## src/rtl/l2_request_arbiter.sv

```systemverilog
// Round-robin sequencer sharing one L2 port between icache fills and dcache fills/writebacks.
// The L2 request is registered; responses are routed combinationally to the granted side only.
module l2_request_arbiter #(
  parameter int cacheline_size = 128,
  parameter int CNT_W          = 32
) (
  input  logic                      clk,
  input  logic                      rst,
  input  logic                      icache_read,
  input  logic [31:0]               icache_address,
  output logic                      icache_resp,
  output logic [cacheline_size-1:0] icache_rdata,
  input  logic                      dcache_read,
  input  logic                      dcache_write,
  input  logic [31:0]               dcache_address,
  input  logic [cacheline_size-1:0] dcache_wdata,
  output logic                      dcache_resp,
  output logic [cacheline_size-1:0] dcache_rdata,
  output logic                      l2_read,
  output logic                      l2_write,
  output logic [31:0]               l2_address,
  output logic [cacheline_size-1:0] l2_wdata,
  input  logic                      l2_resp,
  input  logic [cacheline_size-1:0] l2_rdata,
  output logic [CNT_W-1:0]          i_grant_cnt,
  output logic [CNT_W-1:0]          d_grant_cnt,
  output logic [CNT_W-1:0]          i_wait_cnt
);

  typedef enum logic [1:0] {IDLE, SERVE_I, SERVE_D} state_e;

  typedef struct packed {
    logic                      read;
    logic                      write;
    logic [31:0]               address;
    logic [cacheline_size-1:0] wdata;
  } l2_req_t;

  state_e           state_q, state_d;
  logic             last_d_q, last_d_d;
  l2_req_t          req_q, req_d;
  logic [CNT_W-1:0] i_grant_q, i_grant_d;
  logic [CNT_W-1:0] d_grant_q, d_grant_d;
  logic [CNT_W-1:0] i_wait_q, i_wait_d;

  logic want_i, want_d;
  assign want_i = icache_read;
  assign want_d = dcache_read | dcache_write;

  always_ff @(posedge clk or posedge rst) begin
    if (rst) begin
      state_q   <= IDLE;
      last_d_q  <= 1'b0;
      req_q     <= '0;
      i_grant_q <= '0;
      d_grant_q <= '0;
      i_wait_q  <= '0;
    end else begin
      state_q   <= state_d;
      last_d_q  <= last_d_d;
      req_q     <= req_d;
      i_grant_q <= i_grant_d;
      d_grant_q <= d_grant_d;
      i_wait_q  <= i_wait_d;
    end
  end

  always_comb begin
    state_d     = state_q;
    last_d_d    = last_d_q;
    req_d       = req_q;
    i_grant_d   = i_grant_q;
    d_grant_d   = d_grant_q;
    i_wait_d    = i_wait_q + CNT_W'(icache_read && (state_q != SERVE_I));
    icache_resp = 1'b0;
    dcache_resp = 1'b0;

    case (state_q)
      IDLE: begin
        // On a tie the side not served most recently wins.
        if (want_i && (!want_d || last_d_q)) begin
          state_d       = SERVE_I;
          req_d.read    = 1'b1;
          req_d.write   = 1'b0;
          req_d.address = icache_address;
        end else if (want_d) begin
          state_d       = SERVE_D;
          req_d.address = dcache_address;
          if (dcache_write) begin
            req_d.read  = 1'b0;
            req_d.write = 1'b1;
            req_d.wdata = dcache_wdata;
          end else begin
            req_d.read  = 1'b1;
            req_d.write = 1'b0;
          end
        end
      end
      SERVE_I: begin
        if (l2_resp) begin
          icache_resp   = 1'b1;
          state_d       = IDLE;
          last_d_d      = 1'b0;
          req_d.read    = 1'b0;
          req_d.write   = 1'b0;
          req_d.address = '0;
          i_grant_d     = i_grant_q + CNT_W'(1);
        end
      end
      SERVE_D: begin
        if (l2_resp) begin
          dcache_resp   = 1'b1;
          state_d       = IDLE;
          last_d_d      = 1'b1;
          req_d.read    = 1'b0;
          req_d.write   = 1'b0;
          req_d.address = '0;
          d_grant_d     = d_grant_q + CNT_W'(1);
        end
      end
      default: state_d = IDLE;
    endcase
  end

  assign l2_read      = req_q.read;
  assign l2_write     = req_q.write;
  assign l2_address   = req_q.address;
  assign l2_wdata     = req_q.wdata;
  assign icache_rdata = l2_rdata;
  assign dcache_rdata = l2_rdata;
  assign i_grant_cnt  = i_grant_q;
  assign d_grant_cnt  = d_grant_q;
  assign i_wait_cnt   = i_wait_q;

endmodule

```

## config.mk

```make
export PLATFORM = sky130hd
export DESIGN_NAME = l2_request_arbiter
export DESIGN_NICKNAME = d
export VERILOG_FILES = /design/src/rtl/l2_request_arbiter.sv
export SDC_FILE = /design/constraint.sdc
export NUM_CORES = 1
export LEC_CHECK = 0
export ABC_AREA = 1
export CAP_MARGIN = 20
export CORE_AREA = 10 10 319 321
export CTS_CLUSTER_DIAMETER = 30
export DETAILED_ROUTE_END_ITERATION = 16
export DIE_AREA = 0 0 329 331
export SYNTH_ARGS = -nofsm -noshare
export SYNTH_HDL_FRONTEND = slang
export SYNTH_SLANG_ARGS = --single-unit
```

## constraint.sdc

```tcl
create_clock -name clk -period 8.7 [get_ports clk]
set_input_delay 0.87 -clock clk [delete_from_list [all_inputs] [get_ports clk]]
set_output_delay 0.87 -clock clk [all_outputs]
set_load 0.005 [all_outputs]
```

==> results_dict.tcl <==
set metrics [dict create \
    status "complete, no violations" \
    finalSetupViolCount 0 \
    fillers 10461 \
    whs_path_depth 2 \
    crit_path_start_kind "input port" \
    hpwl_mm 44.9 \
    port_buffers 457 \
    diodes 0 \
    wl_per_cell_um 17.3 \
    drive_gt1_share_pct 7.31 \
    hold_class "register to register" \
    r2r_slack_ps 5710 \
    worst_slew_pin_slew_ps 947 \
    multi_input_area_um2 4460 \
    routabilityCongestion 0.800 \
    drc_errors 0 \
    criticalPathCategory "input port to register" \
    netlist_area_um2 14000 \
    leakagePower_nw 9.30 \
    maxCapViolations 0 \
    die_height_um 331 \
    ctsHoldBuffers 0 \
    cts_tree "yes" \
    yosys_warnings 0 \
    cp_data_arrival_time_ps 4180 \
    final_nets 2314 \
    slew_headroom_pct 36.7 \
    vdd_drop_max_mv 0.165 \
    clk_path_buf_depth 3 \
    cts_setup_buffers 0 \
    hold_violations 0 \
    clk_pin_slew_worst_paths_ps 50 \
    fmax_mhz 271 \
    endpoint_kind "register" \
    drv_slew 0 \
    start_util_pct 14.6 \
    totalWireLength_mm 57.4 \
    ys_seq_area_share_pct 46.7 \
    grt_pass1_wl_mm 81.4 \
    dieArea_um2 109000 \
    insertion_delay_ps 610 \
    fin_tns_setup_ps 0 \
    regArea_um2 6530 \
    first_pass_iters 5 \
    core_area_um2 95700 \
    syn-instance-count 1743 \
    antenna_found_initial 1 \
    ant_nets 0 \
    grt_max_degree 167 \
    ctsRootBufferMaster "clkbuf_16" \
    drtIter0Drc 532 \
    first_global_vias 11951 \
    synth_seq_cells 261 \
    num_vias 11710 \
    fin_crit_sh_pct 42.5 \
    numCtsBuffers 78 \
    cp-startpoint "dcache_write" \
    synth_edf_count 0 \
    cp_max_fo 166 \
    cts_max_level 3 \
    worstHoldStart "l2_address[20]$_DFFE_PP0P_" \
    syn_nets 2077 \
    cts_sinks 261 \
    ys_types 26 \
    power_per_cell_area_nw_per_um2 317 \
    grt_overflow 0 \
    synthArstFlopShare_pct 100 \
    postLayoutCoreUtil_pct 21.8 \
    synthFlopType "dfrtp_1" \
    skew_ps 28.7 \
    fin_crit_ps 3690 \
    avgViaCountPerCell 3.53 \
    rows 114 \
    syn_area_per_cell_um2 8.02 \
    grt_usage_pct 10.2 \
    fp.dieW_um 329 \
    r2r_cells 5 \
    rsz0062_at_grt "false" \
    floorplan.io_pins 842 \
    cp_data_required_time_ps 9180 \
    r2r-start "last_d_q$_DFFE_PP0P_" \
    synthToLayoutAreaGrowth_pct 49.0 \
    cts_resized 0 \
]
-- cell usage after synthesis (2+ instances only) --
cell type | n | area share [%]
a21oi_1 | 2 | 0.072
dfrtp_1 | 261 | 47
buf_2 | 33 | 1.2
ha_1 | 8 | 0.72
inv_1 | 221 | 5.9
buf_1 | 3 | 0.081
buf_4 | 258 | 14
nor3_1 | 12 | 0.43
o21ai_1 | 126 | 4.5
nor2_2 | 5 | 0.22
nand2_1 | 446 | 12
nand4_1 | 16 | 0.72
nor2_1 | 106 | 2.8
xor2_1 | 30 | 1.9
nand3_1 | 72 | 2.6
xnor2_1 | 31 | 1.9
clkbuf_1 | 14 | 0.38
nand3b_1 | 14 | 0.75
inv_2 | 2 | 0.054
nand2_2 | 4 | 0.18
o21ai_0 | 74 | 2.6
-- layout make-up --
class | count | area share (%)
Clock inverter | 37 | 2.79
Clock buffer | 101 | 10.3
Sequential cell | 261 | 31.3
Inverter | 223 | 4.05
Multi-Input combinational cell | 951 | 21.4
Tap cell | 1276 | 7.66
Timing Repair Buffer | 465 | 22.4
-- power breakdown --
group,internal (mW),switching (mW),total [mW]
clock,2.01,0.894,2.91
combinational,0.956,0.895,1.85
sequential,1.60,0.236,1.84
-- cell usage in the layout (no fill, tap or decap), types with 2 or more instances in the layout --
cell type,netlist,routed
clkinv_4,0,2
clkbuf_16,0,78
nand2_1,446,446
dfrtp_1,261,261
xor2_1,30,30
clkbuf_1,14,12
xnor2_1,31,31
nand4_1,16,16
inv_6,0,2
nor2_1,106,106
nor2_2,5,5
buf_12,0,3
clkbuf_8,0,11
bufinv_16,0,9
nor3_1,12,12
o21ai_0,74,74
buf_4,258,5
inv_2,2,2
inv_16,0,2
nand3b_1,14,14
a21oi_1,2,2
nand2_2,4,4
inv_1,221,220
ha_1,8,8
o21ai_1,126,126
clkinv_2,0,11
clkinvlp_4,0,6
clkdlybuf4s50_1,0,457
clkinv_16,0,4
nand3_1,72,71
-- kinds of logic (layout without fill, tap and decap cells) --
logic type | count (synthesis) | in the layout | share of synthesized area [%]
AND/OR/NAND/NOR | 678 | 678 | 19.9
buffers and inverters | 531 | 826 | 21.5
flip-flops | 261 | 261 | 46.7
AO/OA/AOI/OAI | 204 | 204 | 7.40
XOR/XNOR | 61 | 61 | 3.82
adder cells (fa/ha/maj) | 8 | 8 | 0.716
-- per-layer routing --
metal	vias to the layer above	track usage [%]	wire length, um
met5	-	0.576	101
met1	5337	11.6	23100
li1	5637	-	-
met3	148	6.80	8620
met4	4	5.24	2250
met2	584	14.3	23300
-- flip-flops by register name, indices dropped and copies added (netlist names) --
name / cells
l2_address: 32
d_grant_cnt: 32
i_grant_cnt: 32
l2_read: 1
l2_wdata: 128
state_q: 2
l2_write: 1
i_wait_cnt: 32
last_d_q: 1
-- critical path, cell delays in order --
cell and delay [ps]:
clkdlybuf4s50_1 450, buf_4 350, nor2_2 90, o21ai_4 730, nand3_4 690, buf_12 470, nand2_1 180, o21ai_0 90
-- metrics by stage --
stage / power [mW] / std cells / worst slack [ps] / hold WS [ps] / cell area, um^2
2_1_floorplan: 2.63 / 1743 / 646 / 469 / 14000
3_3_place_gp: 3.74 / 3175 / 3950 / 468 / 18100
3_5_place_dp: 3.76 / 3176 / 4340 / 472 / 18100
4_1_cts: 6.76 / 3314 / 5040 / 482 / 20800
5_1_grt: 7.03 / 3314 / 4710 / 502 / 20800
6_report: 6.60 / 3314 / 5010 / 477 / 20800
-- final timing paths --
check / to
max in group asynchronous: d_grant_cnt[8]$_DFFE_PP0P_
worst min-delay path: l2_address[20]$_DFFE_PP0P_
worst max-delay path: l2_wdata[15]$_DFFE_PP0P_
min in group asynchronous: l2_wdata[85]$_DFFE_PP0P_
worst min register to register: l2_address[20]$_DFFE_PP0P_
worst max register to register: l2_wdata[15]$_DFFE_PP0P_
(Power assumes the default switching activity.)
